==> config.mk <==
export PLATFORM = sky130hd
export DESIGN_NAME = sprite_palette_bank
export DESIGN_NICKNAME = d
export VERILOG_FILES = /design/src/rtl/sprite_palette_pkg.sv /design/src/rtl/sprite_palette_bank_flash_fsm.sv /design/src/rtl/sprite_palette_bank.sv
export SDC_FILE = /design/constraint.sdc
export NUM_CORES = 1
export LEC_CHECK = 0
export ABC_AREA = 1
export CORE_MARGIN = 2
export CORE_UTILIZATION = 45
export CTS_BUF_LIST = sky130_fd_sc_hd__clkbuf_4 sky130_fd_sc_hd__clkbuf_8 sky130_fd_sc_hd__clkbuf_16
export CTS_CLUSTER_DIAMETER = 200
export CTS_CLUSTER_SIZE = 25
export DETAILED_ROUTE_END_ITERATION = 10
export GPL_TIMING_DRIVEN = 0
export HOLD_SLACK_MARGIN = 0.12
export PLACE_DENSITY = 0.61
export REMOVE_ABC_BUFFERS = 1
export SETUP_SLACK_MARGIN = 0.2
export SKIP_CTS_REPAIR_TIMING = 1
export SYNTH_ARGS = -nofsm -noshare
export SYNTH_HDL_FRONTEND = slang
export SYNTH_HIERARCHICAL = 1
export SYNTH_SLANG_ARGS = --single-unit
==> constraint.sdc <==
create_clock -name Clk -period 2.4 [get_ports Clk]
set_input_delay 0.48 -clock Clk [delete_from_list [all_inputs] [get_ports Clk]]
set_output_delay 0.48 -clock Clk [all_outputs]
set_load 0.005 [all_outputs]
==> src/rtl/sprite_palette_pkg.sv <==
// rtl/sprite_palette_pkg.sv - shared types and constants for the sprite palette bank
package sprite_palette_pkg;

  localparam int PKG_CH_W = 4;

  typedef struct packed {
    logic [PKG_CH_W-1:0] r;
    logic [PKG_CH_W-1:0] g;
    logic [PKG_CH_W-1:0] b;
  } rgb_t;

  typedef enum logic [1:0] {
    IDLE = 2'd0,
    ON   = 2'd1,
    OFF  = 2'd2
  } flash_state_t;

  localparam rgb_t WHITE = '1;

  localparam rgb_t DEFAULT_PALETTE [16] = '{
    12'h2C7, 12'hF0F, 12'h000, 12'hFFF,
    12'hF00, 12'hE33, 12'h0F0, 12'h00F,
    12'hFF0, 12'h0FF, 12'h888, 12'h444,
    12'hCCC, 12'h840, 12'h48C, 12'h1C6
  };

endpackage

==> src/rtl/sprite_palette_bank_flash_fsm.sv <==
// rtl/sprite_palette_bank_flash_fsm.sv - frame-timed hit-flash sequencer (ON/OFF phases)
module palette_flash_fsm
  import sprite_palette_pkg::*;
#(
  parameter int FLASH_PERIOD = 4,
  parameter int FLASH_COUNT  = 3
) (
  input  logic Clk,
  input  logic Reset_n,
  input  logic frame_tick,
  input  logic flash_req,
  output logic flash_on,
  output logic flash_busy
);

  localparam int PH_W  = (FLASH_PERIOD > 1) ? $clog2(FLASH_PERIOD) : 1;
  localparam int CYC_W = (FLASH_COUNT > 1) ? $clog2(FLASH_COUNT) : 1;

  flash_state_t     state_q, state_d;
  logic [PH_W-1:0]  ph_q, ph_d;
  logic [CYC_W-1:0] cyc_q, cyc_d;

  always_ff @(posedge Clk) begin
    if (!Reset_n) begin
      state_q <= IDLE;
      ph_q    <= '0;
      cyc_q   <= '0;
    end else begin
      state_q <= state_d;
      ph_q    <= ph_d;
      cyc_q   <= cyc_d;
    end
  end

  always_comb begin
    state_d = state_q;
    ph_d    = ph_q;
    cyc_d   = cyc_q;
    // A new hit always restarts the whole sequence, even over a same-cycle tick.
    if (flash_req) begin
      state_d = ON;
      ph_d    = '0;
      cyc_d   = '0;
    end else if (frame_tick) begin
      case (state_q)
        ON: begin
          if (ph_q == PH_W'(FLASH_PERIOD - 1)) begin
            state_d = OFF;
            ph_d    = '0;
          end else begin
            ph_d = ph_q + 1'b1;
          end
        end
        OFF: begin
          if (ph_q == PH_W'(FLASH_PERIOD - 1)) begin
            ph_d = '0;
            if (cyc_q == CYC_W'(FLASH_COUNT - 1)) begin
              state_d = IDLE;
              cyc_d   = '0;
            end else begin
              state_d = ON;
              cyc_d   = cyc_q + 1'b1;
            end
          end else begin
            ph_d = ph_q + 1'b1;
          end
        end
        default: ;
      endcase
    end
  end

  assign flash_on   = (state_q == ON);
  assign flash_busy = (state_q != IDLE);

endmodule

==> src/rtl/sprite_palette_bank.sv <==
// rtl/sprite_palette_bank.sv - multi-bank runtime-writable sprite palette with transparency and hit flash
module sprite_palette_bank
  import sprite_palette_pkg::*;
#(
  parameter int IDX_W        = 4,
  parameter int CH_W         = PKG_CH_W,
  parameter int BANKS        = 2,
  parameter int TRANSP_IDX   = 1,
  parameter int FLASH_PERIOD = 4,
  parameter int FLASH_COUNT  = 3,
  localparam int BANK_W      = (BANKS > 1) ? $clog2(BANKS) : 1
) (
  input  logic              Clk,
  input  logic              Reset_n,
  input  logic              wr_en,
  input  logic [BANK_W-1:0] wr_bank,
  input  logic [IDX_W-1:0]  wr_idx,
  input  logic [3*CH_W-1:0] wr_rgb,
  input  logic              rd_valid,
  input  logic [BANK_W-1:0] rd_bank,
  input  logic [IDX_W-1:0]  rd_idx,
  input  logic              frame_tick,
  input  logic              flash_req,
  output logic              out_valid,
  output logic [CH_W-1:0]   red,
  output logic [CH_W-1:0]   green,
  output logic [CH_W-1:0]   blue,
  output logic              out_transparent,
  output logic              flash_busy
);

  localparam int DEPTH = 2 ** IDX_W;

  logic [3*CH_W-1:0] mem_q [BANKS][DEPTH];
  logic [3*CH_W-1:0] mem_d [BANKS][DEPTH];
  logic              out_valid_q, out_valid_d;
  logic [3*CH_W-1:0] rgb_q, rgb_d;
  logic              transp_q, transp_d;
  logic              flash_on;
  logic              wr_bank_ok;
  logic [BANK_W-1:0] rd_bank_eff;

  palette_flash_fsm #(
    .FLASH_PERIOD(FLASH_PERIOD),
    .FLASH_COUNT (FLASH_COUNT)
  ) u_flash (
    .Clk       (Clk),
    .Reset_n   (Reset_n),
    .frame_tick(frame_tick),
    .flash_req (flash_req),
    .flash_on  (flash_on),
    .flash_busy(flash_busy)
  );

  assign wr_bank_ok  = ({1'b0, wr_bank} < (BANK_W + 1)'(BANKS));
  assign rd_bank_eff = ({1'b0, rd_bank} < (BANK_W + 1)'(BANKS)) ? rd_bank : '0;

  always_ff @(posedge Clk) begin
    if (!Reset_n) begin
      for (int b = 0; b < BANKS; b++) begin
        for (int i = 0; i < DEPTH; i++) begin
          mem_q[b][i] <= DEFAULT_PALETTE[i % 16];
        end
      end
      out_valid_q <= 1'b0;
      rgb_q       <= '0;
      transp_q    <= 1'b0;
    end else begin
      mem_q       <= mem_d;
      out_valid_q <= out_valid_d;
      rgb_q       <= rgb_d;
      transp_q    <= transp_d;
    end
  end

  always_comb begin
    mem_d = mem_q;
    if (wr_en && wr_bank_ok) begin
      mem_d[wr_bank][wr_idx] = wr_rgb;
    end
  end

  // Lookup reads mem_q, so a same-cycle write to the same entry shows up on the next read.
  always_comb begin
    out_valid_d = rd_valid;
    rgb_d       = rgb_q;
    transp_d    = transp_q;
    if (rd_valid) begin
      transp_d = (rd_idx == IDX_W'(TRANSP_IDX));
      rgb_d    = (flash_on && !transp_d) ? WHITE : mem_q[rd_bank_eff][rd_idx];
    end
  end

  assign out_valid          = out_valid_q;
  assign {red, green, blue} = rgb_q;
  assign out_transparent    = transp_q;

endmodule

# Word level (Yosys, flattened, before mapping)
# Cells that the tools add are included.
[word_totals]
elab_cells = 95
out_inout_bits = 15
reg_bits = 404
input_bits = 28
[classes]
eq_ne = 9
order_cmp = 6
n_bitwise = 5
n_reduce_logical = 14
addsub = 2
n_mux = 20
[op_table]
columns = ["op", "n"]
rows = [
  ["192-bit 2-to-1 mux", 4],
  ["384-bit bitwise mux", 1],
  ["192-bit demux with 1-bit select", 1],
  ["12-bit binary-select mux with 4-bit select", 1],
  ["12-bit demux with 4-bit select", 1],
  ["12-bit 2-to-1 mux", 4],
  ["5-bit greater-or-equal comparator (second input constant)", 2],
  ["4-bit inverter with 5-bit output", 2],
  ["2-bit 2-to-1 mux", 4],
  ["4-bit AND reduction", 2],
  ["2-bit == test (second input constant)", 3],
  ["3-bit by 2-bit != test with 1-bit output (second input constant)", 2],
  ["2-bit nonzero test", 3],
  ["5-bit by 1-bit less-than comparator with 1-bit output (second input constant)", 1],
  ["2-bit by 1-bit adder with 2-bit output (second input constant)", 2],
  ["4-bit by 1-bit == test with 1-bit output (second input constant)", 1],
  ["2-bit greater-or-equal comparator (second input constant)", 2],
  ["2-bit by 1-bit != test with 1-bit output (second input constant)", 2],
  ["1-bit inverter with 2-bit output", 2],
  ["2-bit case mux with 2 select lines", 1],
  ["2-bit OR reduction", 2],
  ["1-bit logical AND", 3],
  ["1-bit 2-to-1 mux", 3],
  ["3-bit AND reduction", 1],
  ["other kinds (6)", 6],
]

# Depth between registers and ports, before layout
[depth]
depth_word = 8
mapped_depth = 15
mapped_depth_nobuf = 12

# By module
# The synthesis kept the hierarchy.
[modules_own_cells]
columns = ["mod", "cells_each", "seq_area_each_um2", "area_each_um2", "n_inst"]
rows = [
  ["sprite_palette_bank", 2767, 7967.6, 18786.8, 1],
  ["palette_flash_fsm", 57, 120.1, 396.6, 1],
]

# Worst setup path before layout
# OpenSTA, ideal clock, no wires.
[synth_path]
path_kind = "input to register"
from = "input rd_idx[0]"
to = "register rgb_q[7]"
path_buffers = 3
required_ps = 2291
cell_stages = 12
setup_time_ps = 109
slack_ps = 838
arrival_time_ps = 1453
cell_sequence = "buf_2 inv_2 buf_4 buf_2 o211ai_1 nand3_1 nand3_1 nand2_1 nand2_1 nand3_1 nand2_1 inv_1"
[synth_between]
elab_chain_cells = 5
elab_cells_between_ends = 8
classes_between = "eq/ne: 1; mux: 4; bitwise: 1; reduce/logical: 2"
[synth_lines]
columns = ["item", "line_no", "source"]
rows = [
  ["start: declaration", "sprite_palette_bank.sv:21", "input logic [IDX_W-1:0] rd_idx,"],
  ["4-bit inverter with 5-bit output (implied by the code)", "sprite_palette_bank.sv:90", "rgb_d = (flash_on && !transp_d) ? WHITE : mem_q[rd_bank_eff][rd_idx];"],
  ["12-bit binary-select mux with 4-bit select", "sprite_palette_bank.sv:90", ""],
  ["12-bit 2-to-1 mux (implied by the code) (2 in a row)", "sprite_palette_bank.sv:90", ""],
  ["12-bit 2-to-1 mux (*)", "sprite_palette_bank.sv:90", ""],
  ["end signal: assignment", "sprite_palette_bank.sv:71", "rgb_q <= rgb_d;"],
  ["end: declaration", "sprite_palette_bank.sv:37", "logic [3*CH_W-1:0] rgb_q, rgb_d;"],
]
# Every way passes the cells marked *; elsewhere a longest branch is shown, timed or not. The select of a mux whose other input is x is not followed.
# A chain may end at the register's enable or synchronous reset.

# Worst setup path in the final report
[layout_path]
from = "input wr_bank"
to = "register mem_q[29] (netlist name)"
[layout_between]
elab_chain_cells = 6
elab_cells_between_ends = 7
classes_between = "order compare: 2; mux: 3; bitwise: 1; reduce/logical: 1"
[layout_lines]
columns = ["item", "line_no", "source"]
rows = [
  ["start: declaration", "sprite_palette_bank.sv:16", "input logic [BANK_W-1:0] wr_bank,"],
  ["1-bit inverter with 2-bit output (implied by the code) (*)", "sprite_palette_bank.sv:79", "mem_d[wr_bank][wr_idx] = wr_rgb;"],
  ["2-bit greater-or-equal comparator (implied by the code) / 2-bit by 1-bit less-than comparator with 1-bit output (equally long branches)", "sprite_palette_bank.sv:79", ""],
  ["1-bit logical AND (implied by the code)", "sprite_palette_bank.sv:79", ""],
  ["192-bit 2-to-1 mux (implied by the code)", "sprite_palette_bank.sv:79", ""],
  ["192-bit demux with 1-bit select (*)", "sprite_palette_bank.sv:79", ""],
  ["384-bit bitwise mux (*)", "sprite_palette_bank.sv:79", ""],
  ["end signal: indexed assignment", "sprite_palette_bank.sv:62", "mem_q[b][i] <= DEFAULT_PALETTE[i % 16];"],
  ["end signal: assignment", "sprite_palette_bank.sv:69", "mem_q <= mem_d;"],
  ["end: declaration", "sprite_palette_bank.sv:34", "logic [3*CH_W-1:0] mem_q [BANKS][DEPTH];"],
]
# Every way passes the cells marked *; elsewhere a longest branch is shown, timed or not.

==> run summary <==
The run finished with clean final reports. In the final layout, flip-flops and latches occupy 0.00809 mm². The maximum buffer depth of the clock tree is 3. The area growth from synthesis to layout is 5.10%. Summing all placed instances gives a cell area of 0.0194 mm². The number of port buffers is between 40 and 50.

The pin count of the biggest net entering global routing came out at 173. The first routing iteration left 1452 violations. The required time at the worst-slack endpoint came out at between 2 and 3 ns.

Clock skew on the completed layout was measured at 0.0258 ns. The first global-routing pass estimated 85500 µm of wire. The floorplan step set the die height to between 200 and 250 µm.

The multi-input combinational cells in the finished layout cover a total of 0.00832 mm². The number of clock buffers inserted by TritonCTS is 20. The final net count came out at 2734. The starting density of the core came out at a little under half.

After synthesis, the cell types taking the most area are sky130_fd_sc_hd__dfxtp_1, sky130_fd_sc_hd__nand2_1, sky130_fd_sc_hd__inv_1. The actual transition at the worst max-transition pin came out at roughly 0.92 ns. The worst setup path is of the in -> reg kind.

The fraction of registers with async set/reset came out at 0%. The Yosys step of the flow raised 6 warnings. The post-synthesis instance area came out at 0.0192 mm². The power density of the placed cells is 604 mW/mm².

The total area inside the core boundary comes to 0.0420 mm². The highest achievable clock rate came out at 0.444 GHz. The combinational family with the most area after synthesis is simple AND/OR/NAND/NOR gates. The number of instances in the synthesized netlist came out at 2824. The number of antenna diodes is 0. The share of synthesized cell area in and, or, nand and nor gates came out at 22.9%. The final critical-path share of the clock period came out at 93.8%. The number of global-route vias before repair came out at 15841. Clock-pin slew was measured on the worst setup and hold paths at around 0.1 ns. The most common cell in the synthesized netlist is sky130_fd_sc_hd__nand2_1. Of all nets on the critical path, the largest fanout is 24. Setup repair after global routing could not meet its margin everywhere.

The overflow left after global routing is 0. In this run the number of H-tree levels came out at 1. The count of clock tree sinks came out at 404. Routability-driven placement finished with a final weighted congestion of 0.811. The average wire per cell in the routed design came out at 17.2 µm. At the worst endpoint, the arrival time is 2.65 ns. The clock latency of the later-clocked register in the worst-skew pair came out at ~0.54 ns. The final wirelength is 55800 µm. A synthesized cell averages around 6.8 µm².

Multiplexer cells account for 0% of the synthesized area. The via count normalized by instance count came out at 5.34. Sorting the synthesized cells by how often they occur yields sky130_fd_sc_hd__nand2_1, sky130_fd_sc_hd__inv_1, sky130_fd_sc_hd__dfxtp_1, sky130_fd_sc_hd__a21oi_1, sky130_fd_sc_hd__o21ai_0. STA classifies the critical path endpoint as a flip-flop.

The count of endpoints failing hold in the final timing report came out at 0. The reported leakage power is 9.28 nW. At the placement stage, the worst setup path has a slack of -1.96 ns. The total of endpoints with negative setup slack in the final report is 0. The number of antenna violations at the first check in global routing was 0.

The count of unique library cells instantiated by Yosys is 28. TritonCTS built the clock tree. The count of flip-flops with a built-in enable after synthesis is 0. The width of the die is approximately 210 µm. In this run the tightest slew margin relative to its limit is 38.7%. The number of design rule violations left after detail routing came out at 0. The number of standard cells in the layout, taps in and fillers out came out at 3239. The I/O pin count came out at 43. The share of synthesized area in the top cell type comes to 42.2%. The share of the synthesized area in compound gates (AO/OA/AOI/OAI) is 19.9%.

The type of the worst min-delay path is in -> reg. The number of optimization iterations in the first detailed-route pass came out at 6. The buffer type at the clock tree root is sky130_fd_sc_hd__clkbuf_16. The dominant cell type by area after synthesis is sky130_fd_sc_hd__dfxtp_1. The total number of vias came out at 17305. The final count of pins violating max slew is 0. The adder-cell area share of the yosys netlist came out at less than 1%. For this run, the total global-route usage over all layers was measured as 24.0%. The worst hold slack is 0.378 ns.

The final setup slack of the worst path is 0.149 ns. The proportion of synthesized chip area in sequential cells is a little over two fifths. The area of the die came out at about 0.044 mm². The flip-flop cell with the highest count after synthesis is sky130_fd_sc_hd__dfxtp_1. The post-route antenna net violation count came out at 0. Counting tap cells, the placed design contains a total of 3202 instances. The worst setup path is launched from a primary input. The total non-filler cell area in the finished layout is 0.0202 mm². The worst-case IR drop observed on VDD is 0.439 mV. Of the total synthesized cell area, the portion taken by XOR and XNOR cells is 0%.

For the finished layout, the period the worst path requires is about 2.3 ns. The HPWL after detailed placement is 31700 µm. The cell row count is 75. The overall power after layout is 12.2 mW.

The layout has 4228 filler cells. The fraction of final layout cells sized beyond drive strength 1 is 4.22%. Counting flops and latches in the post-synthesis netlist gives 404. The number of maximum-capacitance violations came out at 0.
layer usage:
layer	vias up	share of wire, %	GRT usage [%]
met3	71	5.6	1.82
met5	-	0	0
met1	8044	47	34.0
li1	8661	-	-
met4	0	3.0	7.99
met2	529	44	38.6
report_power, final:
group	internal, mW	leakage (nW)	total, mW	switching [mW]
logic	0.434	5.73	1.48	1.04
clock network	1.60	0.270	3.85	2.25
registers	6.81	3.27	6.85	0.0411
metrics by stage:
| step | setup TNS, ns | utilization, % |
|---|---|---|
| floorplan | 0 | - |
| global placement | -3003.93 | 45.7 |
| detailed placement | -43.90 | 46.1 |
| CTS | -16.19 | 47.4 |
| global route | 0 | 48.0 |
| finish | 0 | 48.0 |
critical path: stages:
cell                              delay (ns)
sky130_fd_sc_hd__clkdlybuf4s50_1        0.57
sky130_fd_sc_hd__nand2_4                0.30
sky130_fd_sc_hd__inv_1                  0.21
sky130_fd_sc_hd__nand2_1                0.54
sky130_fd_sc_hd__o21ai_0                0.44
sky130_fd_sc_hd__a21oi_1                0.08
layout by cell type (no fill, tap or decap), types with 6 or more instances in the layout:
cell / count
sky130_fd_sc_hd__dfxtp_1: 402
sky130_fd_sc_hd__nor2_4: 26
sky130_fd_sc_hd__o21ai_1: 23
sky130_fd_sc_hd__inv_2: 13
sky130_fd_sc_hd__a21oi_1: 322
sky130_fd_sc_hd__buf_2: 10
sky130_fd_sc_hd__inv_1: 450
sky130_fd_sc_hd__o211ai_1: 69
sky130_fd_sc_hd__buf_4: 8
sky130_fd_sc_hd__o21ai_0: 304
sky130_fd_sc_hd__buf_16: 6
sky130_fd_sc_hd__ha_1: 6
sky130_fd_sc_hd__clkbuf_16: 25
sky130_fd_sc_hd__nand2_1: 639
sky130_fd_sc_hd__nor2_1: 72
sky130_fd_sc_hd__nand3_1: 266
sky130_fd_sc_hd__clkdlybuf4s50_1: 25
worst paths after layout:
path,to,slack [ns],from,depth (start not counted)
worst max-delay path,mem_q[29]$_SDFFE_PN0P_,0.15,wr_bank,6
worst min-delay path,mem_q[265]$_SDFFE_PN1P_,0.38,Reset_n,2
worst min register to register,mem_q[221]$_SDFFE_PN0P_,0.46,mem_q[221]$_SDFFE_PN0P_,2
worst max register to register,rgb_q[2]$_SDFFE_PN0P_,0.71,u_flash/state_q[0]$_SDFFE_PN0P_,6
logic make-up (layout without fill, tap and decap cells):
| group | count (synthesis) | count (layout) |
|---|---|---|
| AND/OR/NAND/NOR | 1011 | 1013 |
| AO/OA/AOI/OAI | 724 | 724 |
| adder cells (fa/ha/maj) | 6 | 6 |
| buffers and inverters | 679 | 553 |
| flip-flops | 404 | 404 |
final cells by class:
class | instances | share of cell area (%)
multi-input combinational | 1743 | 41.2
clock buffer | 21 | 2.61
tap | 539 | 3.34
timing repair buffer | 61 | 3.62
clock inverter | 1 | 0.149
sequential | 404 | 40.1
inverter | 470 | 8.91
state kept, by name, indices dropped and copies added (netlist names):
register,count
mem_q,384
out_transparent,1
out_valid,1
rgb_q,12
u_flash/cyc_q,2
u_flash/ph_q,2
u_flash/state_q,2
(Power assumes the default switching activity.)
